**src/rtl/out_port_uart_tx.sv**
```systemverilog
// out_port_uart_tx: word FIFO plus 8N1 UART serializer for the datapath
// output port. Each 32-bit word goes out as four bytes, LSB byte first.
// Optional build macro OUT_UART_PARITY_EN adds an even-parity bit per byte.
// Ports: clk, clr (sync active-high reset), out_wr/out_data (port write),
//        tx (serial line, idle high), full, busy, overflow (sticky),
//        words_pending (FIFO occupancy).
module out_port_uart_tx #(
    parameter int CLKS_PER_BIT = 16,
    parameter int FIFO_DEPTH   = 4
) (
    input  logic                        clk,
    input  logic                        clr,
    input  logic                        out_wr,
    input  logic [31:0]                 out_data,
    output logic                        tx,
    output logic                        full,
    output logic                        busy,
    output logic                        overflow,
    output logic [$clog2(FIFO_DEPTH):0] words_pending
);

    localparam int AW = $clog2(FIFO_DEPTH);
    localparam logic [AW:0]   DEPTH_V  = (AW+1)'(FIFO_DEPTH);
    localparam logic [AW:0]   OCC_ONE  = (AW+1)'(1);
    localparam logic [AW-1:0] PTR_ONE  = AW'(1);
    localparam logic [15:0]   LAST_CLK = 16'(CLKS_PER_BIT - 1);

    localparam logic [2:0] IDLE   = 3'd0;
    localparam logic [2:0] START  = 3'd1;
    localparam logic [2:0] DATA   = 3'd2;
`ifdef OUT_UART_PARITY_EN
    localparam logic [2:0] PARITY = 3'd3;
`endif
    localparam logic [2:0] STOP   = 3'd4;

    logic [31:0]   mem [FIFO_DEPTH];
    logic [AW-1:0] wr_ptr;
    logic [AW-1:0] rd_ptr;
    logic [AW:0]   occ;

    logic [2:0]    state;
    logic [15:0]   clk_cnt;
    logic [2:0]    bit_idx;
    logic [1:0]    byte_idx;
    logic [31:0]   shreg;

    logic          wr_ok;
    logic          pop;
    logic          bit_end;
    logic [7:0]    cur_byte;
    logic [2:0]    nxt_bit;

    // Acceptance uses registered occupancy, so a same-edge pop never frees a slot.
    assign wr_ok    = out_wr && (occ < DEPTH_V);
    assign pop      = (state == IDLE) && (occ != '0);
    assign bit_end  = (clk_cnt == LAST_CLK);
    assign cur_byte = shreg[7:0];
    assign nxt_bit  = bit_idx + 3'd1;

    assign full          = (occ == DEPTH_V);
    assign busy          = (state != IDLE) || (occ != '0);
    assign words_pending = occ;

    always_ff @(posedge clk) begin
        if (wr_ok && !clr)
            mem[wr_ptr] <= out_data;
    end

    always_ff @(posedge clk) begin
        if (clr) begin
            wr_ptr   <= '0;
            rd_ptr   <= '0;
            occ      <= '0;
            overflow <= 1'b0;
        end else begin
            if (wr_ok)
                wr_ptr <= wr_ptr + PTR_ONE;
            if (pop)
                rd_ptr <= rd_ptr + PTR_ONE;
            if (out_wr && !wr_ok)
                overflow <= 1'b1;
            case ({wr_ok, pop})
                2'b10:   occ <= occ + OCC_ONE;
                2'b01:   occ <= occ - OCC_ONE;
                default: occ <= occ;
            endcase
        end
    end

    // tx is registered: each transition loads the level of the next bit.
    always_ff @(posedge clk) begin
        if (clr) begin
            state    <= IDLE;
            tx       <= 1'b1;
            clk_cnt  <= '0;
            bit_idx  <= '0;
            byte_idx <= '0;
            shreg    <= '0;
        end else begin
            case (state)
                IDLE: begin
                    tx <= 1'b1;
                    if (pop) begin
                        shreg    <= mem[rd_ptr];
                        byte_idx <= '0;
                        clk_cnt  <= '0;
                        tx       <= 1'b0;
                        state    <= START;
                    end
                end
                START: begin
                    if (bit_end) begin
                        clk_cnt <= '0;
                        bit_idx <= '0;
                        tx      <= cur_byte[0];
                        state   <= DATA;
                    end else begin
                        clk_cnt <= clk_cnt + 16'd1;
                    end
                end
                DATA: begin
                    if (bit_end) begin
                        clk_cnt <= '0;
                        if (bit_idx == 3'd7) begin
`ifdef OUT_UART_PARITY_EN
                            tx    <= ^cur_byte;
                            state <= PARITY;
`else
                            tx    <= 1'b1;
                            state <= STOP;
`endif
                        end else begin
                            bit_idx <= nxt_bit;
                            tx      <= cur_byte[nxt_bit];
                        end
                    end else begin
                        clk_cnt <= clk_cnt + 16'd1;
                    end
                end
`ifdef OUT_UART_PARITY_EN
                PARITY: begin
                    if (bit_end) begin
                        clk_cnt <= '0;
                        tx      <= 1'b1;
                        state   <= STOP;
                    end else begin
                        clk_cnt <= clk_cnt + 16'd1;
                    end
                end
`endif
                STOP: begin
                    if (bit_end) begin
                        clk_cnt <= '0;
                        if (byte_idx != 2'd3) begin
                            byte_idx <= byte_idx + 2'd1;
                            shreg    <= {8'h00, shreg[31:8]};
                            tx       <= 1'b0;
                            state    <= START;
                        end else begin
                            tx    <= 1'b1;
                            state <= IDLE;
                        end
                    end else begin
                        clk_cnt <= clk_cnt + 16'd1;
                    end
                end
                default: begin
                    tx    <= 1'b1;
                    state <= IDLE;
                end
            endcase
        end
    end

endmodule

```
**config.mk**
```make
export PLATFORM = sky130hd
export DESIGN_NAME = out_port_uart_tx
export DESIGN_NICKNAME = d
export VERILOG_FILES = /design/src/rtl/out_port_uart_tx.sv
export SDC_FILE = /design/constraint.sdc
export NUM_CORES = 1
export LEC_CHECK = 0
export CAP_MARGIN = 20
export CELL_PAD_IN_SITES_DETAIL_PLACEMENT = 2
export CELL_PAD_IN_SITES_GLOBAL_PLACEMENT = 2
export CORE_MARGIN = 1.5
export CORE_UTILIZATION = 45
export CTS_BUF_LIST = sky130_fd_sc_hd__clkbuf_4 sky130_fd_sc_hd__clkbuf_8
export CTS_CLUSTER_SIZE = 30
export DETAILED_ROUTE_END_ITERATION = 10
export PLACE_DENSITY_LB_ADDON = 0.08
export RECOVER_POWER = 50
export SETUP_SLACK_MARGIN = 0.1
export SLEW_MARGIN = 0
export SYNTH_ARGS = -nofsm -noshare
export SYNTH_HDL_FRONTEND = slang
export SYNTH_SLANG_ARGS = --single-unit
```
**constraint.sdc**
```tcl
create_clock -name clk -period 3.4 [get_ports clk]
set_clock_uncertainty 0.1 [all_clocks]
set_input_delay 0.51 -clock clk [delete_from_list [all_inputs] [get_ports clk]]
set_output_delay 0.51 -clock clk [all_outputs]
set_load 0.02 [all_outputs]
```
==> results by group <==
Route
  – DR pass1 iterations: 6
  – Antenna-violating nets left: 0
  – Drt via density: a little under 6
  – DR WL/cell: 24.3 µm
  – Final wirelength: 19.9 mm
  – Total number of vias: between 4000 and 5000
  – Initial DRC count: 281
  – Residual DRC: 0

Synth
  – Synth warn: 0
  – Yosys reg bits: 195
  – Number of synthesized flops with an enable pin: 128
  – Most instantiated cells after synthesis: edfxtp_1 (128), dfxtp_1 (67), a21oi_1 (50), mux4_2 (34), nand2_1 (30)
  – Ys flop type: edfxtp_1
  – Top cell type's share of synthesized area: a little under half
  – Post-synth net total: 589
  – Post-synth top area cell: edfxtp_1
  – Syn avg cell area: about 15 µm²
  – Seq/Total Area, Yosys: 64.4%
  – Post-synth ARST share: 0%
  – Post-synth cell types: 58
  – Top post-synthesis cells by area: edfxtp_1 (48%), dfxtp_1 (17%), mux4_2 (9.5%)
  – Cell area after synthesis: 8050 µm²
  – Top-count cell post-synth: edfxtp_1
  – Syn Inst Count: 544

STA
  – Final Setup Violations: 0
  – F_max: about 340 MHz
  – Period Utilization, post-route: 87.7%
  – Post-route setup slack: about 0.42 ns
  – Endpoints failing hold: 0
  – RSZ-0062 raised after global routing: no
  – Pins Over Slew Limit: 0
  – Setup_tns: 0 ns
  – Least-Margin Pin Slew: 1.25 ns
  – Fin crit period: 2.98 ns
  – Max-slew headroom: roughly 16%

Clock tree
  – Reg clk slew, reported paths: 0.12 ns
  – CTS max path bufs: 2
  – Worst-Skew Late Latency: around 0.48 ns
  – Clock Root Buffer: clkbuf_8
  – Clock Sinks: 195
  – TritonCTS clock tree: yes
  – PostCTS Resize Cnt: 0
  – CTS Hold Bufs: 0
  – H-tree Lvls: 4
  – CTS buffer count: 17
  – Post-CTS setup buffers: 0

Floorplan
  – Die area: approximately 19000 µm²
  – Die Y: 137 µm
  – I/O Pins: 42
  – Cell Rows: 48
  – Die Wd: around 140 µm
  – Starting Density: 46.2%
  – Core area: 17400 µm²

Placed design
  – DP HPWL: 13.7 mm
  – Pre-CTS setup slack: 0.611 ns
  – Dpl cells: 788
  – Routability cong.: 0.697
  – Port bufs: ~40

Min path
  – Worst hold path class: primary input to register
  – Hold Crit Depth: 2

Finish
  – Final core utilization: slightly above 50%
  – Post-Layout Cell Count: 820
  – Layout cells sized above 1: a little under a fifth
  – ANT cells: 0
  – Area grow syn2layout: 12.2%
  – Fin nets: 627

Global routing
  – GR Util met2: 39.6%
  – First-pass GRT wire length: 31.6 mm
  – M3 GR Usage: 4.00%
  – Gr usage total: a little under a quarter
  – Busiest layer in global routing: met2
  – Pin count of the biggest net entering global routing: 33
  – Initial antenna violation count: 0
  – Vias in the first global route: about 5400
  – GR Overflow Total: 0
  – M1 GR Usage: 30.2%

Setup path
  – Setup crit start kind: register
  – Reg2reg setup slack: about 0.54 ns
  – CP Launch Point: state[1]$_SDFFE_PP0P_
  – Critical path type: register to output pin
  – R2R depth: 5
  – Worst path arrival time: around 2.4 ns
  – Worst EP required: between 2 and 3 ns
  – Crit path capture type: output pin
  – Reg2reg start: state[2]$_SDFFE_PP0P_
  – Reg-to-Reg End: clk_cnt[5]$_SDFFE_PP0P_
  – CP Max Fanout: 12
  – Critical path endpoint: busy

Status
  – Status: finished clean

Power and ir drop
  – Pwr Density: 701 nW/µm²
  – VDD IR-drop max: roughly 0.00033 V
  – Leak Pwr: between 2 and 3 nW
  – Tot Pwr: 6.34 mW

Flow run
  – # Max-Cap Violations: 0
kinds of logic (layout without fill, tap and decap cells):
logic type               Yosys count  count (layout)  share of synthesized area, %
flip-flops                       195             195                          64.4
XOR/XNOR                          10              10                          1.09
AND/OR/NAND/NOR                  119             119                          8.42
AO/OA/AOI/OAI                    133             133                          11.7
buffers and inverters             41              92                          2.97
adder cells (fa/ha/maj)           10              10                          1.65
multiplexers                      36              36                          9.77
state kept, by name, summed over array words and instances, names as in the netlist, named ones only:
signal         flops
mem              128
words_pending      3
wr_ptr             2
tx                 1
state              3
byte_idx           2
clk_cnt           16
bit_idx            3
overflow           1
shreg             32
rd_ptr             2
layer usage:
metal | up-vias | part of all wire (%)
li1 | 2211 | -
met1 | 2498 | 44
met2 | 91 | 51
met3 | 27 | 3.3
met4 | 0 | 1.5
met5 | - | 0
layout by cell type (no fill, tap or decap), types with 4 or more instances in the layout:
| cell | instances |
|---|---|
| edfxtp_1 | 128 |
| dfxtp_1 | 66 |
| a21oi_1 | 50 |
| dlygate4sd3_1 | 37 |
| mux4_2 | 34 |
| nand2_1 | 30 |
| a22oi_1 | 25 |
| nor2_1 | 23 |
| clkbuf_8 | 17 |
| a211oi_2 | 13 |
| o21ai_0 | 13 |
| a211oi_1 | 12 |
| buf_4 | 12 |
| nor3_1 | 11 |
| nand3_1 | 10 |
| ha_1 | 9 |
| inv_1 | 6 |
| nand3b_1 | 6 |
| xnor2_1 | 6 |
| and2_1 | 5 |
| or3_1 | 5 |
| a31oi_1 | 5 |
| clkinv_8 | 5 |
| xor2_1 | 4 |
| a311oi_1 | 4 |
| nand4_1 | 4 |
where the power goes:
part           total [mW]  internal, mW  switching (mW)
registers            3.01          2.81           0.204
clock network        1.56         0.581           0.975
logic                1.77         0.707            1.06
total                6.34          4.09            2.24
metrics by stage:
stage / cell area [µm²] / hold WS (ns)
after detailed placement: 8630 / 0.387
after global placement: 8630 / 0.346
after global routing: 9030 / 0.355
after floorplan: 8050 / 0.336
after CTS: 9060 / 0.325
final: 9030 / 0.343
critical path, cell delays in order, from the launching register on:
cell and delay (ns):
dfxtp_1 0.44, or2_2 0.45, nor2_1 0.25, nand2_1 0.15, clkdlybuf4s50_1 0.59
layout make-up:
class | instances | area, µm²
multi-input cells | 308 | 2600
clock inverters | 15 | 194
inverters | 6 | 22.5
flip-flops and latches | 195 | 5190
clock buffers | 17 | 234
well taps | 225 | 282
repair buffers | 54 | 515
fillers | 1637 | 8380
worst min path at each step:
stage                                    to  slack [ns]               startpoint
finish                overflow$_SDFFE_PP0P_        0.34                      clr
global route          overflow$_SDFFE_PP0P_        0.35                      clr
CTS                   overflow$_SDFFE_PP0P_        0.32                      clr
detailed placement  bit_idx[2]$_SDFFE_PP0P_        0.39  bit_idx[2]$_SDFFE_PP0P_
global placement      overflow$_SDFFE_PP0P_        0.35    overflow$_SDFFE_PP0P_
floorplan           bit_idx[2]$_SDFFE_PP0P_        0.34  bit_idx[2]$_SDFFE_PP0P_
Power figures use the tool's default switching activity.
